### src/rtl/mac_pkg.sv
// Shared types and constants for the int8 MAC accumulate/requantise datapath.
package mac_pkg;

  localparam int unsigned ACC_W_DEF   = 32;
  localparam int unsigned LEN_W_DEF   = 16;
  localparam int unsigned SHIFT_W_DEF = 5;

  typedef enum logic [1:0] {IDLE, ACC, POST, OUT} state_t;

  typedef logic signed [ACC_W_DEF-1:0] psum_t;
  typedef logic signed [ACC_W_DEF-1:0] acc_t;

  localparam acc_t ACC_MAX  = {1'b0, {(ACC_W_DEF-1){1'b1}}};
  localparam acc_t ACC_MIN  = {1'b1, {(ACC_W_DEF-1){1'b0}}};
  localparam int   INT8_MAX = 127;
  localparam int   INT8_MIN = -128;

endpackage

### src/rtl/mac_requant.sv
// Combinational requantisation: optional ReLU, arithmetic right shift, optional int8 clamp.
module mac_requant
  import mac_pkg::*;
#(
  parameter int unsigned ACC_W   = ACC_W_DEF,
  parameter int unsigned SHIFT_W = SHIFT_W_DEF
) (
  input  logic signed [ACC_W-1:0]   acc_i,
  input  logic        [SHIFT_W-1:0] shift_i,
  input  logic                      relu_i,
  input  logic                      sat8_i,
  output logic signed [ACC_W-1:0]   res_o
);

  localparam logic signed [ACC_W-1:0] Q_MAX = ACC_W'(INT8_MAX);
  localparam logic signed [ACC_W-1:0] Q_MIN = ACC_W'(INT8_MIN);

  logic signed [ACC_W-1:0] rect;
  logic signed [ACC_W-1:0] shifted;

  always_comb begin
    rect    = (relu_i && acc_i[ACC_W-1]) ? '0 : acc_i;
    shifted = rect >>> shift_i;
    res_o   = shifted;
    if (sat8_i) begin
      if (shifted > Q_MAX) begin
        res_o = Q_MAX;
      end else if (shifted < Q_MIN) begin
        res_o = Q_MIN;
      end
    end
  end

endmodule

### src/rtl/mac_acc_requant.sv
// Accumulates a programmed number of partial dot-products on top of a bias with
// saturation, then requantises and hands one result out over valid/ready.
module mac_acc_requant
  import mac_pkg::*;
#(
  parameter int unsigned ACC_W   = ACC_W_DEF,
  parameter int unsigned LEN_W   = LEN_W_DEF,
  parameter int unsigned SHIFT_W = SHIFT_W_DEF
) (
  input  logic                      clk_i,
  input  logic                      rst_i,
  input  logic                      start_i,
  input  logic        [LEN_W-1:0]   len_i,
  input  logic signed [ACC_W-1:0]   bias_i,
  input  logic        [SHIFT_W-1:0] shift_i,
  input  logic                      relu_i,
  input  logic                      sat8_i,
  input  logic                      psum_valid_i,
  output logic                      psum_ready_o,
  input  logic signed [ACC_W-1:0]   psum_i,
  output logic                      res_valid_o,
  input  logic                      res_ready_i,
  output logic signed [ACC_W-1:0]   res_o,
  output logic                      ovf_o,
  output logic                      busy_o
);

  localparam logic signed [ACC_W-1:0] A_MAX = {1'b0, {(ACC_W-1){1'b1}}};
  localparam logic signed [ACC_W-1:0] A_MIN = {1'b1, {(ACC_W-1){1'b0}}};

  state_t                  state, state_nx;
  logic [LEN_W-1:0]        len_q;
  logic [LEN_W-1:0]        count;
  logic [SHIFT_W-1:0]      shift_q;
  logic                    relu_q;
  logic                    sat8_q;
  logic signed [ACC_W-1:0] acc;
  logic signed [ACC_W-1:0] acc_sum;
  logic signed [ACC_W-1:0] acc_next;
  logic signed [ACC_W-1:0] requant;
  logic                    acc_ovf;
  logic                    start_fire;
  logic                    psum_hs;
  logic                    last_beat;

  assign psum_ready_o = (state == ACC);
  assign res_valid_o  = (state == OUT);
  assign busy_o       = (state != IDLE);
  assign start_fire   = (state == IDLE) && start_i;
  assign psum_hs      = psum_ready_o && psum_valid_i;
  // count only reaches len-1, so the maximum len never wraps the counter
  assign last_beat    = psum_hs && (count == len_q - LEN_W'(1));

  always_comb begin
    acc_sum  = acc + psum_i;
    acc_ovf  = (acc[ACC_W-1] == psum_i[ACC_W-1]) && (acc_sum[ACC_W-1] != acc[ACC_W-1]);
    acc_next = acc_sum;
    if (acc_ovf) begin
      acc_next = acc[ACC_W-1] ? A_MIN : A_MAX;
    end
  end

  always_comb begin
    state_nx = state;
    case (state)
      IDLE: if (start_i) state_nx = (len_i != '0) ? ACC : POST;
      ACC:  if (last_beat) state_nx = POST;
      POST: state_nx = OUT;
      OUT:  if (res_ready_i) state_nx = IDLE;
      default: state_nx = IDLE;
    endcase
  end

  mac_requant #(
    .ACC_W   (ACC_W),
    .SHIFT_W (SHIFT_W)
  ) u_requant (
    .acc_i   (acc),
    .shift_i (shift_q),
    .relu_i  (relu_q),
    .sat8_i  (sat8_q),
    .res_o   (requant)
  );

  always_ff @(posedge clk_i or posedge rst_i) begin
    if (rst_i) begin
      state   <= IDLE;
      len_q   <= '0;
      count   <= '0;
      shift_q <= '0;
      relu_q  <= 1'b0;
      sat8_q  <= 1'b0;
      acc     <= '0;
      res_o   <= '0;
      ovf_o   <= 1'b0;
    end else begin
      state <= state_nx;
      if (start_fire) begin
        len_q   <= len_i;
        shift_q <= shift_i;
        relu_q  <= relu_i;
        sat8_q  <= sat8_i;
        acc     <= bias_i;
        count   <= '0;
        ovf_o   <= 1'b0;
      end
      if (psum_hs) begin
        acc   <= acc_next;
        count <= count + LEN_W'(1);
        if (acc_ovf) ovf_o <= 1'b1;
      end
      if (state == POST) begin
        res_o <= requant;
      end
    end
  end

endmodule
### config.mk
export PLATFORM = sky130hd
export DESIGN_NAME = mac_acc_requant
export DESIGN_NICKNAME = d
export VERILOG_FILES = /design/src/rtl/mac_pkg.sv /design/src/rtl/mac_requant.sv /design/src/rtl/mac_acc_requant.sv
export SDC_FILE = /design/constraint.sdc
export NUM_CORES = 1
export LEC_CHECK = 0
export BUFFER_PORTS_ARGS = -buffer_cell sky130_fd_sc_hd__buf_4
export CAP_MARGIN = 5
export CORE_UTILIZATION = 57
export DETAILED_ROUTE_END_ITERATION = 12
export GPL_TIMING_DRIVEN = 0
export HOLD_SLACK_MARGIN = 0.1
export PLACE_DENSITY = 0.79
export SKIP_CTS_REPAIR_TIMING = 1
export SLEW_MARGIN = 20
export SYNTH_ARGS = -nofsm -noshare
export SYNTH_HDL_FRONTEND = slang
export SYNTH_HIERARCHICAL = 1
export SYNTH_SLANG_ARGS = --single-unit
### constraint.sdc
create_clock -name clk_i -period 8.7 [get_ports clk_i]
set_input_delay 0.87 -clock clk_i [delete_from_list [all_inputs] [get_ports clk_i]]
set_output_delay 0.87 -clock clk_i [all_outputs]
set_load 0.02 [all_outputs]
==> metrics.txt <==
drt drc 0; Routability Congestion 0.962; fraction of synthesized area in multiplexers 12.8%; commonest non-fill, non-tap cell in the layout nand2_1; worst path arrival time 5.48 ns; reg2reg end res_o[17]$_DFFE_PP0P_; GRT Util Overall 34.7%; # rows 47; Final period util 60.1%; Clock Path Buffers 2; core area 0.0166 mm^2; RSZ-0062 raised after global routing false; Seq/Total Area, Yosys 27.5%; Avg Inst Size Synth 8.36 um^2; DRT iter0 DRCs 731; H-tree depth 3; Synth Area in Simple Gates 17.8%; nets 1426; TritonCTS clock tree yes; top_reg_cell synth dfrtp_1; HP Class input port to async pin; fin area 0.0112 mm^2; Synth top area share 27.5%; reg2reg setup slack 3.47 ns; endpoints failing hold 0; Post-synth EDFFs 0; setup TNS 0 ns; antenna viol nets, final 0; largest net degree at the start of global routing 67; dpl cell area 0.0109 mm^2; CTS clk-pin slew, worst paths 0.08 ns; Pwr Density 454 mW/mm^2; P&R area growth vs syn 16.1%; DIE HEIGHT 132 um; I/O pins 128; final wirelength 29.9 mm; distinct cell type count after synthesis 92; slowest cell on the critical path clkbuf_1; Post-Syn Nets 1287; Die Area 0.0175 mm^2; clock root cell clkbuf_16; Max-cap violations 0; fmax 191 MHz; Worst slew margin 31.2%; crit-path max cell delay 0.58 ns; n_diodes 0; Worst Setup End Kind flop; measured slew at the worst slew-check pin 1.03 ns; WL per Instance 19.7 um; required time worst endpoint 8.95 ns; number of global-route vias before repair 9182; Die X 132 um; PortBufs 127; global-route wire length before repair 48.2 mm; status finished, final reports clean; CP Class flop to flop; GR Overflow Total 0; XOR/XNOR Fraction of Synth Area 4.35%; initial cell density of the core 58.2%; mapped cell area 0.00966 mm^2; CP startpoint kind flop; Final Max Slew Viols 0; Critical path origin shift_q[1]$_DFFE_PP0P_; skew final 0.0131 ns; initial antenna violation count 0; adder-cell share of the synthesized area 5.36%; FF-to-FF Start shift_q[1]$_DFFE_PP0P_; FF-to-FF path depth 17; critical path fanouts, max 10; share of layout cells above drive strength 1 21.2%; Bufs and invs on worst path 6; crit-path most repeated cell buf_2; Compound-Gate Fraction of Synth Area 26.7%; WP depth 17; clock latency on the worst-skew pair 0.37 ns; delay-heaviest family, CP buffers and inverters; clock sinks 106; synth warn 6; Detail Placement HPWL 23.5 mm; Leakage Power 4.83 nW; fin crit period 5.23 ns; Vias/cell 6.37; final-report setup violation count 0; Yosys reg bits 106; most frequent cells in the layout nand2_1 (171), buf_4 (129), a21oi_1 (121); via count 9682; Critical Path End res_o[17]$_DFFE_PP0P_; Synth async-reset ratio 100%; CTS buffer count 9; Syn Inst Count 1155; largest family of logic cells by synthesized area compound AO/OA/AOI/OAI gates; Initial DRT Pass Iterations 7; post-synth top area cell dfrtp_1; critical-path cell list buf_6, buf_2, buf_2, buf_1, nor2_1, a211o_1, o21ai_0, o21bai_1, or4_1, nor4_1, nand3_1, ha_1, nand2_1, dlygate4sd1_1, clkbuf_1, a21oi_2, mux2_2; ranking of synthesized cells by area dfrtp_1 (27%), nand2_1 (6.6%), a21oi_1 (6.3%), mux2_2 (5.5%), ha_1 (5.1%); VDD IR-drop max 193 uV
-- flip-flops by register name (all words and copies together), names as in the netlist --
register  count
acc          32
count        16
len_q        16
ovf_o         1
relu_q        1
res_o        32
sat8_q        1
shift_q       5
state         2
-- worst min path at each step --
stage,from,to,depth (start not counted)
CTS,rst_i,sat8_q$_DFFE_PP0P_,2
global placement,ovf_o$_DFF_PP0_,ovf_o$_DFF_PP0_,2
global route,rst_i,sat8_q$_DFFE_PP0P_,2
floorplan,shift_q[3]$_DFFE_PP0P_,shift_q[3]$_DFFE_PP0P_,2
finish,rst_i,state[0]$_DFFE_PP0P_,2
detailed placement,ovf_o$_DFF_PP0_,ovf_o$_DFF_PP0_,2
-- cell usage after synthesis, types with 7 or more instances --
master / count
a21o_1: 16
buf_1: 8
nor4_1: 11
mux4_2: 13
clkbuf_1: 42
inv_1: 19
buf_6: 11
nor2_1: 63
o21ai_0: 64
o22ai_1: 15
a31oi_1: 12
nor3_1: 24
buf_2: 11
xor2_1: 13
o21bai_1: 8
a21oi_1: 121
ha_1: 39
nand4_1: 15
o211ai_1: 15
mux2_2: 47
and2_1: 8
a211oi_1: 12
nand3_1: 23
nand2b_1: 9
xnor2_1: 35
o31ai_1: 16
and3_1: 7
o21ai_1: 18
a21oi_2: 13
dfrtp_1: 106
mux2i_1: 35
nand2_1: 171
-- layout make-up --
| class | count | area (um^2) |
|---|---|---|
| plain buffers | 80 | 448 |
| clock buffers | 10 | 239 |
| clock inverters | 6 | 50.0 |
| fillers | 1463 | 5380 |
| inverters | 21 | 83.8 |
| multi-input cells | 948 | 6480 |
| flip-flops and latches | 106 | 2650 |
| well taps | 220 | 275 |
| repair buffers | 128 | 981 |
-- power breakdown --
| group | switching [W] | internal [W] |
|---|---|---|
| Sequential | 0.000270 | 0.000709 |
| Clock | 0.000198 | 0.000205 |
| Combinational | 0.00219 | 0.00152 |
| Total | 0.00266 | 0.00243 |
-- metrics by stage --
step,hold slack [ns],std cells,utilization (%),setup slack (ns),total power [W]
floorplan,0.444,1155,-,4.63,0.00360
finish,0.500,1519,67.6,3.47,0.00509
CTS,0.508,1519,67.6,3.61,0.00502
detailed placement,0.491,1503,65.8,3.65,0.00460
global placement,0.482,1502,65.6,3.71,0.00456
global route,0.518,1519,67.6,3.27,0.00545
-- kinds of logic after synthesis --
logic type               count (synthesis)
AO/OA/AOI/OAI                          393
buffers and inverters                  101
multiplexers                            99
adder cells (fa/ha/maj)                 41
flip-flops                             106
XOR/XNOR                                48
AND/OR/NAND/NOR                        367
-- per-layer routing --
metal | GRT usage [%] | vias up | share of wire, % | routed length [um]
met5 | 0 | - | 0 | 0
met4 | 12.7 | 0 | 2.6 | 785
met3 | 4.31 | 58 | 6.7 | 2010
met2 | 56.5 | 445 | 46 | 13800
met1 | 47.5 | 4589 | 44 | 13300
li1 | - | 4590 | - | -
No activity file was read; power rests on OpenSTA's default activity.
